File: src/rtl/obq_ctrl_pkg.sv
// Shared types and sizing for the outstanding branch queue controller.
// Tags are logical modulo counters; indices count rows, including the "full" value.
package obq_ctrl_pkg;

    localparam int OBQ_SIZE  = 16;
    localparam int RET_W     = 2;
    localparam int TAG_W     = $clog2(OBQ_SIZE) + 2;
    localparam int IDX_W     = $clog2(OBQ_SIZE) + 1;
    localparam int RET_CNT_W = $clog2(RET_W + 1);

    typedef logic [TAG_W-1:0]     obq_tag_t;
    typedef logic [IDX_W-1:0]     obq_idx_t;
    typedef logic [RET_CNT_W-1:0] obq_ret_t;

    typedef enum logic {
        OBQC_NORMAL,
        OBQC_RECOVER
    } obq_ctrl_state_t;

endpackage

File: src/rtl/obq_ctrl_tag_xlate.sv
// Logical tag to physical OBQ row translation; a tag is live only if it maps below occ.
// Wrap-safe because occ never exceeds half the tag space.
module obq_tag_xlate
    import obq_ctrl_pkg::*;
(
    input  logic [TAG_W-1:0] tag,
    input  logic [TAG_W-1:0] base,
    input  logic [IDX_W-1:0] occ,
    output logic [IDX_W-1:0] phys,
    output logic             valid
);

    logic [TAG_W-1:0] diff;

    assign diff  = tag - base;
    assign valid = (diff < TAG_W'(occ));
    assign phys  = diff[IDX_W-1:0];

endmodule

File: src/rtl/obq_ctrl.sv
// OBQ sequencer: allocates rows, turns mispredicts into clears and retirements into shifts,
// and blocks allocation for the cycle of and after every accepted mispredict.
module obq_ctrl
    import obq_ctrl_pkg::*;
(
    input  logic                 clock,
    input  logic                 reset,
    input  logic                 alloc_req,
    output logic                 alloc_ready,
    output logic [TAG_W-1:0]     alloc_tag,
    input  logic                 mp_valid,
    input  logic [TAG_W-1:0]     mp_tag,
    input  logic [RET_CNT_W-1:0] ret_cnt,
    output logic                 write_en,
    output logic                 clear_en,
    output logic [IDX_W-1:0]     index,
    output logic                 shift_en,
    output logic [IDX_W-1:0]     shift_index,
    output logic                 recover,
    output logic [IDX_W-1:0]     occupancy,
    output logic                 err
);

    obq_ctrl_state_t state_q, state_d;
    obq_tag_t        base_q, base_d;
    obq_idx_t        occ_q, occ_d;
    logic            err_q, err_d;

    obq_idx_t        mp_phys;
    logic            mp_hit;
    logic            mp_acc;
    obq_idx_t        eligible;
    obq_idx_t        ret_ext;
    obq_idx_t        shift_amt;
    logic            ret_over;

    obq_tag_xlate u_xlate (
        .tag   (mp_tag),
        .base  (base_q),
        .occ   (occ_q),
        .phys  (mp_phys),
        .valid (mp_hit)
    );

    // Commands are qualified by reset so nothing reaches the OBQ while it is being cleared.
    always_comb begin
        mp_acc      = mp_valid & mp_hit & reset;
        eligible    = mp_acc ? (mp_phys + 1'b1) : occ_q;
        ret_ext     = IDX_W'(ret_cnt);
        ret_over    = (ret_ext > eligible);

        clear_en    = mp_acc;
        index       = mp_acc ? eligible : '0;

        shift_en    = reset & (ret_cnt != '0) & ~ret_over;
        shift_amt   = shift_en ? ret_ext : '0;
        shift_index = shift_en ? (ret_ext - 1'b1) : '0;

        alloc_ready = reset & (state_q == OBQC_NORMAL) & ~mp_acc & (occ_q < IDX_W'(OBQ_SIZE));
        write_en    = alloc_req & alloc_ready;
        alloc_tag   = base_q + TAG_W'(occ_q);

        occ_d       = eligible - shift_amt + IDX_W'(write_en);
        base_d      = base_q + TAG_W'(shift_amt);
        err_d       = err_q | ret_over;
        state_d     = mp_acc ? OBQC_RECOVER : OBQC_NORMAL;
    end

    always_ff @(posedge clock or negedge reset) begin
        if (!reset) begin
            state_q <= OBQC_NORMAL;
            base_q  <= '0;
            occ_q   <= '0;
            err_q   <= 1'b0;
        end else begin
            state_q <= state_d;
            base_q  <= base_d;
            occ_q   <= occ_d;
            err_q   <= err_d;
        end
    end

    assign recover   = (state_q == OBQC_RECOVER);
    assign occupancy = occ_q;
    assign err       = err_q;

endmodule

File: config.mk
export PLATFORM = sky130hd
export DESIGN_NAME = obq_ctrl
export DESIGN_NICKNAME = d
export VERILOG_FILES = /design/src/rtl/obq_ctrl_pkg.sv /design/src/rtl/obq_ctrl_tag_xlate.sv /design/src/rtl/obq_ctrl.sv
export SDC_FILE = /design/constraint.sdc
export NUM_CORES = 1
export LEC_CHECK = 0
export ABC_AREA = 1
export CAP_MARGIN = 30
export CORE_MARGIN = 5
export CORE_UTILIZATION = 54
export CTS_CLUSTER_SIZE = 25
export DETAILED_ROUTE_END_ITERATION = 7
export PLACE_DENSITY = 0.86
export SLEW_MARGIN = 20
export SYNTH_ARGS = -nofsm -noshare
export SYNTH_HDL_FRONTEND = slang
export SYNTH_SLANG_ARGS = --single-unit
File: constraint.sdc
create_clock -name clock -period 9.1 [get_ports clock]
set_input_delay 0.91 -clock clock [delete_from_list [all_inputs] [get_ports clock]]
set_output_delay 0.91 -clock clock [all_outputs]
set_load 0.005 [all_outputs]
; ---- Word-level counts from Yosys, hierarchy flattened
; Index checks and enable logic that the tools add are counted.
[op_classes]
n_mul = 0
eq_ne = 0
n_shift = 0
div_mod_pow = 0
addsub = 7
mux = 5
bitwise_logic = 12
n_lt_le_gt_ge = 3
n_reduce_logical = 1
[op_table]
columns = operator, n
row1 = 2-to-1 mux 5 bit, 3
row2 = AND 1 bit, 8
row3 = adder 6 x 2 -> 6 bit, 1
row4 = adder 6 x 5 -> 6 bit, 1
row5 = less-than comparator 6 x 5 -> 1 bit, 1
row6 = subtractor 6 bit, 1
row7 = adder 5 x 1 -> 5 bit, 1
row8 = "adder 5 x 1 -> 5 bit, second input constant", 1
row9 = > comparator 2 x 5 -> 1 bit, 1
row10 = "less-than comparator 5 bit, second input constant", 1
row11 = subtractor 5 x 2 -> 5 bit, 1
row12 = inverter 1 bit, 3
row13 = "subtractor 2 x 1 -> 3 bit, second input constant", 1
row14 = 2-to-1 mux 2 bit, 1
row15 = nonzero test 2 bit, 1
row16 = 2-to-1 mux 1 bit, 1
row17 = OR 1 bit, 1
[totals]
rom_bits = 0
mem_bits_rw = 0
latch_bits = 0
out_inout_bits = 27
in_bits = 12
mem_count = 0
regBits = 13
word_cells = 32

; ---- Depth between registers and ports, before layout
[logic_depth]
word_depth = 11
depth_mapped = 34
ltp_nobuf = 34

; ---- Cells and area by module
; A second synthesis with hierarchy kept.
[unflattened]
hier_cells = 199
hier_area_um2 = 1542.7
[by_module_without_submodules]
columns = module, seq_area_each_um2, area_per_inst_um2, cells_each, n_inst
row1 = obq_ctrl, 325.3, 1194.9, 143, 1
row2 = obq_tag_xlate, 0.0, 347.8, 56, 1

; ---- Least setup slack after synthesis
; Ideal clock, no wire load.
[synth_path]
path_type = input port to flip-flop
start = in mp_tag[0]
end = reg occ_q[4], in the netlist occupancy[4]
required_time_ns = 8.972
cell_stages = 34
setup_time_ns = 0.128
t_arrival_ns = 4.922
n_path_buf = 0
path_slack_ns = 4.050
path_cell_list = inv_1 > ha_1 > fa_1 > inv_1 > nand3_1 > nand2_1 > nand2_1 > nand2_1 > inv_1 > ha_1 > inv_1 > nor2_1 > nor2_8 > nand2_4 > nor2_1 > a21oi_1 > inv_1 > ha_1 > nand2_1 > inv_1 > nand3_1 > nand2_1 > nand2_1 > nand2_2 > nand2_4 > nor2_2 > ha_1 > inv_1 > ha_1 > inv_1 > fa_1 > o21ai_0 > a21oi_1 > xor2_1
[synth_between]
elab_chain_cells = 11
word_cells_on_any_way = 16
classes_between = 4 x add/sub / 2 x order compare / 2 x mux / 8 x bitwise
[synth_rtl]
columns = item, line_no
row1 = "start, declared", obq_ctrl.sv:12  ; input logic [TAG_W-1:0] mp_tag,
row2 = subtractor 6 bit *, obq_ctrl_tag_xlate.sv:15  ; assign diff = tag - base;
row3 = less-than comparator 6 x 5 -> 1 bit, obq_ctrl_tag_xlate.sv:16  ; assign valid = (diff < TAG_W'(occ));
row4 = AND 1 bit (2 in a row), obq_ctrl.sv:47  ; mp_acc = mp_valid & mp_hit & reset;
row5 = 2-to-1 mux 5 bit, obq_ctrl.sv:48  ; eligible = mp_acc ? (mp_phys + 1'b1) : occ_q;
row6 = > comparator 2 x 5 -> 1 bit, obq_ctrl.sv:50  ; ret_over = (ret_ext > eligible);
row7 = inverter 1 bit, obq_ctrl.sv:55  ; shift_en = reset & (ret_cnt != '0) & ~ret_over;
row8 = AND 1 bit, obq_ctrl.sv:55
row9 = 2-to-1 mux 2 bit, obq_ctrl.sv:56  ; shift_amt = shift_en ? ret_ext : '0;
row10 = subtractor 5 x 2 -> 5 bit, obq_ctrl.sv:63  ; occ_d = eligible - shift_amt + IDX_W'(write_en);
row11 = adder 5 x 1 -> 5 bit *, obq_ctrl.sv:63
row12 = named net occ_d[4], obq_ctrl.sv:26  ; obq_idx_t occ_q, occ_d;
row13 = "end signal, assigned", obq_ctrl.sv:73  ; occ_q <= '0;
row14 = "end signal, assigned", obq_ctrl.sv:78  ; occ_q <= occ_d;
row15 = "end, declared", obq_ctrl.sv:26
; The timed path passes the listed nets; every way through them passes the cells marked *.

; ---- Final worst setup path
[layout_path]
start = in mp_tag[0]
end = out shift_index[3]
[layout_between]
elab_chain_cells = 9
word_cells_on_any_way = 10
classes_between = 2 x add/sub / 2 x order compare / 2 x mux / 4 x bitwise
[layout_rtl]
columns = item, line_no
row1 = subtractor 6 bit *, obq_ctrl_tag_xlate.sv:15
row2 = less-than comparator 6 x 5 -> 1 bit, obq_ctrl_tag_xlate.sv:16
row3 = AND 1 bit (2 in a row), obq_ctrl.sv:47
row4 = 2-to-1 mux 5 bit *, obq_ctrl.sv:48
row5 = > comparator 2 x 5 -> 1 bit *, obq_ctrl.sv:50
row6 = inverter 1 bit *, obq_ctrl.sv:55
row7 = AND 1 bit *, obq_ctrl.sv:55
row8 = 2-to-1 mux 5 bit *, obq_ctrl.sv:57  ; shift_index = shift_en ? (ret_ext - 1'b1) : '0;
row9 = "end, declared", obq_ctrl.sv:18  ; output logic [IDX_W-1:0] shift_index,
; Every way passes the cells marked *; elsewhere a longest branch is shown, timed or not.

==> metrics.md <==
| Metric | Value |
|---|---|
| Peak Freq | `170.0 MHz` |
| Post-synth cell types | `24` |
| Max-cap check violation count | `0` |
| Clk sinks | `13` |
| Seq cells post-synth | `13` |
| Largest net degree at the start of global routing | `16` |
| Internal | `0.4270 mW` |
| Horiz. Die Dim | `65.22 um` |
| Diode count | `0` |
| Worst setup EP type | `primary output` |
| Worst R2R Setup Slack | `4140 ps` |
| RSZ-0062 raised after global routing | `false` |
| Crit Path Class | `in2out` |
| Post-Syn Nets | `267` |
| Vias in the first global route | `1400` |
| CTS-repair resized insts | `0` |
| Relative slew slack | `75.02%` |
| Hold Buf Count CTS | `0` |
| Initial core utilization | `55.29%` |
| Dpl hpwl | `3043 um` |
| Initial DRC count | `46` |
| Setup_tns | `0 ps` |
| Slew Limit Fails | `0` |
| Comb pwr share | `80.8%` |
| Multi-input gate area | `0.001096 mm^2` |
| Synth Instances | `223` |
| Final Worst Setup Slack | `3218 ps` |
| Synth area leaders | `ha_1 (21%), dfrtp_1 (20%), inv_1 (12%), nand2_1 (9.1%), xor2_1 (5.3%)` |
| Synth warnings | `0` |
| Crit start category | `primary input` |
| Reg power frac | `14.7%` |
| IO Pins | `39` |
| Hold Violations, Final | `0` |
| NetSw | `0.4002 mW` |
| Row count | `20` |
| Post-synthesis sequential area ratio | `19.76%` |
| P_leak | `1.148 nW` |
| Setup Skew | `9.971 ps` |
| Fraction of registers with async set/reset | `100.0%` |
| GPL Wtd Cong | `0.8521` |
| CP Data Required Time | `8190 ps` |
| Worst path max stage delay | `520 ps` |
| Post-synthesis cell area | `0.001647 mm^2` |
| Drt total wl | `3444 um` |
| Tmin final | `5882 ps` |
| Vias | `1445` |
| Share of cells above drive strength 1 | `11.74%` |
| Fill cells | `238` |
| Setup bufs post-CTS | `0` |
| Inserted Clock Buffers | `3` |
| Most frequent cell after synthesis | `inv_1` |
| Vias per cell | `4.865` |
| Maximum ir drop on the vdd rail | `0.2580 mV` |
| Total grt overflow | `0` |
| Most common library cells after synthesis | `inv_1 (53), nand2_1 (40), ha_1 (28), nand3_1 (16), dfrtp_1 (13)` |
| # DRC | `0` |
| Slew @ Worst Pin | `372.4 ps` |
| First-pass GRT wire length | `6085 um` |
| Worst Path Buf+Inv | `8` |
| Post-DRT Antenna Nets | `0` |
| CTS tree | `built` |
| Synthesized area per cell | `7.384 um^2` |
| CP Data Arrival Time | `4970 ps` |
| DR pass1 iterations | `4` |
| GRT Util Overall | `17.87%` |
| Die H | `65.22 um` |
| Nets | `309` |
| Outcome | `finished, final reports clean` |
| Switch share | `48.38%` |
| Pwr per Cell Area | `396.1 mW/mm^2` |
| Final setup vio count | `0` |
| # port buffers | `38` |
| Synth top area share | `21.28%` |
| Dpl ws | `3149 ps` |
| Period utilisation layout | `64.63%` |
| Antenna violations before repair | `0` |
| Die Area | `0.004254 mm^2` |
| Slowest cell on the critical path | `clkdlybuf4s50_1` |
| Clk buf depth | `2` |
| Root Buffer | `clkbuf_4` |
| Clock power frac | `4.5%` |
| Number of flops mapped to enable cells by yosys | `0` |
| Min-Delay Path Class | `reg2reg` |
| CORE AREA | `0.002978 mm^2` |
| Drt wl/cell | `11.60 um` |
| Placed inst area | `0.002061 mm^2` |
| Layout Cell Area excl Fill | `0.002088 mm^2` |
| CP delay by family, top | `simple AND/OR/NAND/NOR gates` |
| Synthesis-to-layout area growth | `26.82%` |
| H-tree depth reported by CTS | `1` |
| Cell taking the most area after synthesis | `ha_1` |
| Clock slew at reported path FFs | `80 ps` |
| Skew-Pair Late Insertion Delay | `280 ps` |
| Register area | `325.3 um^2` |
| Critical path peak fanout | `9` |
| Post-synth top flop | `dfrtp_1` |
-- routing by layer --
metal / part of all wire [%] / track usage, %
met3: 2.0 / 1.538
met4: 1.3 / 5.699
met2: 52 / 31.98
met1: 44 / 22.54
met5: 0 / 0
-- layout by cell type, fill, tap and decap left out, types with 8 or more instances in the layout --
cell | synthesis | routed
nor2_1 | 9 | 9
nand2_2 | 9 | 9
nand2_1 | 40 | 40
a21oi_1 | 9 | 9
clkdlybuf4s50_1 | 0 | 38
xor2_1 | 10 | 10
ha_1 | 28 | 28
dfrtp_1 | 13 | 13
nor2_2 | 8 | 8
inv_1 | 53 | 53
nand3_1 | 16 | 16
-- state kept, by name, summed over array words and instances (netlist names) --
| register | count |
|---|---|
| base_q | 6 |
| err | 1 |
| occupancy | 5 |
| recover | 1 |
-- metrics by stage --
step                      hold slack [ps]  total power [mW]  std cells  util [%]
after floorplan                     457.4            0.5583        223         -
after global placement              451.1            0.7759        293     69.20
after detailed placement            462.8            0.7966        293     69.20
after CTS                           482.9            0.8367        297     70.13
after global routing                505.5            0.9330        297     70.13
final                               478.5            0.8272        297     70.13
-- cell families (layout without fill, tap and decap cells) --
group	Yosys count	in the layout	synth area share (%)
XOR/XNOR	12	12	6.383
AO/OA/AOI/OAI	16	16	5.319
adder cells (fa/ha/maj)	32	32	26.14
buffers and inverters	58	99	13.68
flip-flops	13	13	19.76
AND/OR/NAND/NOR	92	92	28.72
-- tightest hold or removal path: stages, from the launching register on --
cell and delay [ps]:
dfrtp_1 350, inv_1 40, nand2_1 50
-- final timing paths --
path	startpoint	end	cells after the start
worst max-delay path	mp_tag[0]	shift_index[3]	28
worst min-delay path	err$_DFF_PN0_	err$_DFF_PN0_	2
worst max register to register	base_q[0]$_DFF_PN0_	occupancy[4]$_DFF_PN0_	33
worst min register to register	err$_DFF_PN0_	err$_DFF_PN0_	2
max in group asynchronous	reset	recover$_DFF_PN0_	2
min in group asynchronous	reset	base_q[2]$_DFF_PN0_	2
-- layout make-up --
| type | instances | area share, % |
|---|---|---|
| Clock buffer | 3 | 1.078 |
| Clock inverter | 1 | 0.2397 |
| Inverter | 56 | 10.07 |
| Multi-Input combinational cell | 152 | 52.49 |
| Sequential cell | 13 | 15.58 |
| Tap cell | 33 | 1.977 |
| Timing Repair Buffer | 39 | 18.57 |
-- power groups by stage --
stage               Combinational (mW)  Sequential [mW]  Clock (mW)
floorplan                        0.444            0.114           0
global placement                 0.654            0.122           0
detailed placement               0.674            0.123           0
CTS                              0.677            0.122      0.0380
global route                     0.766            0.126      0.0413
finish                           0.668            0.122      0.0375
Note: power is estimated with default switching activity, not from simulation.
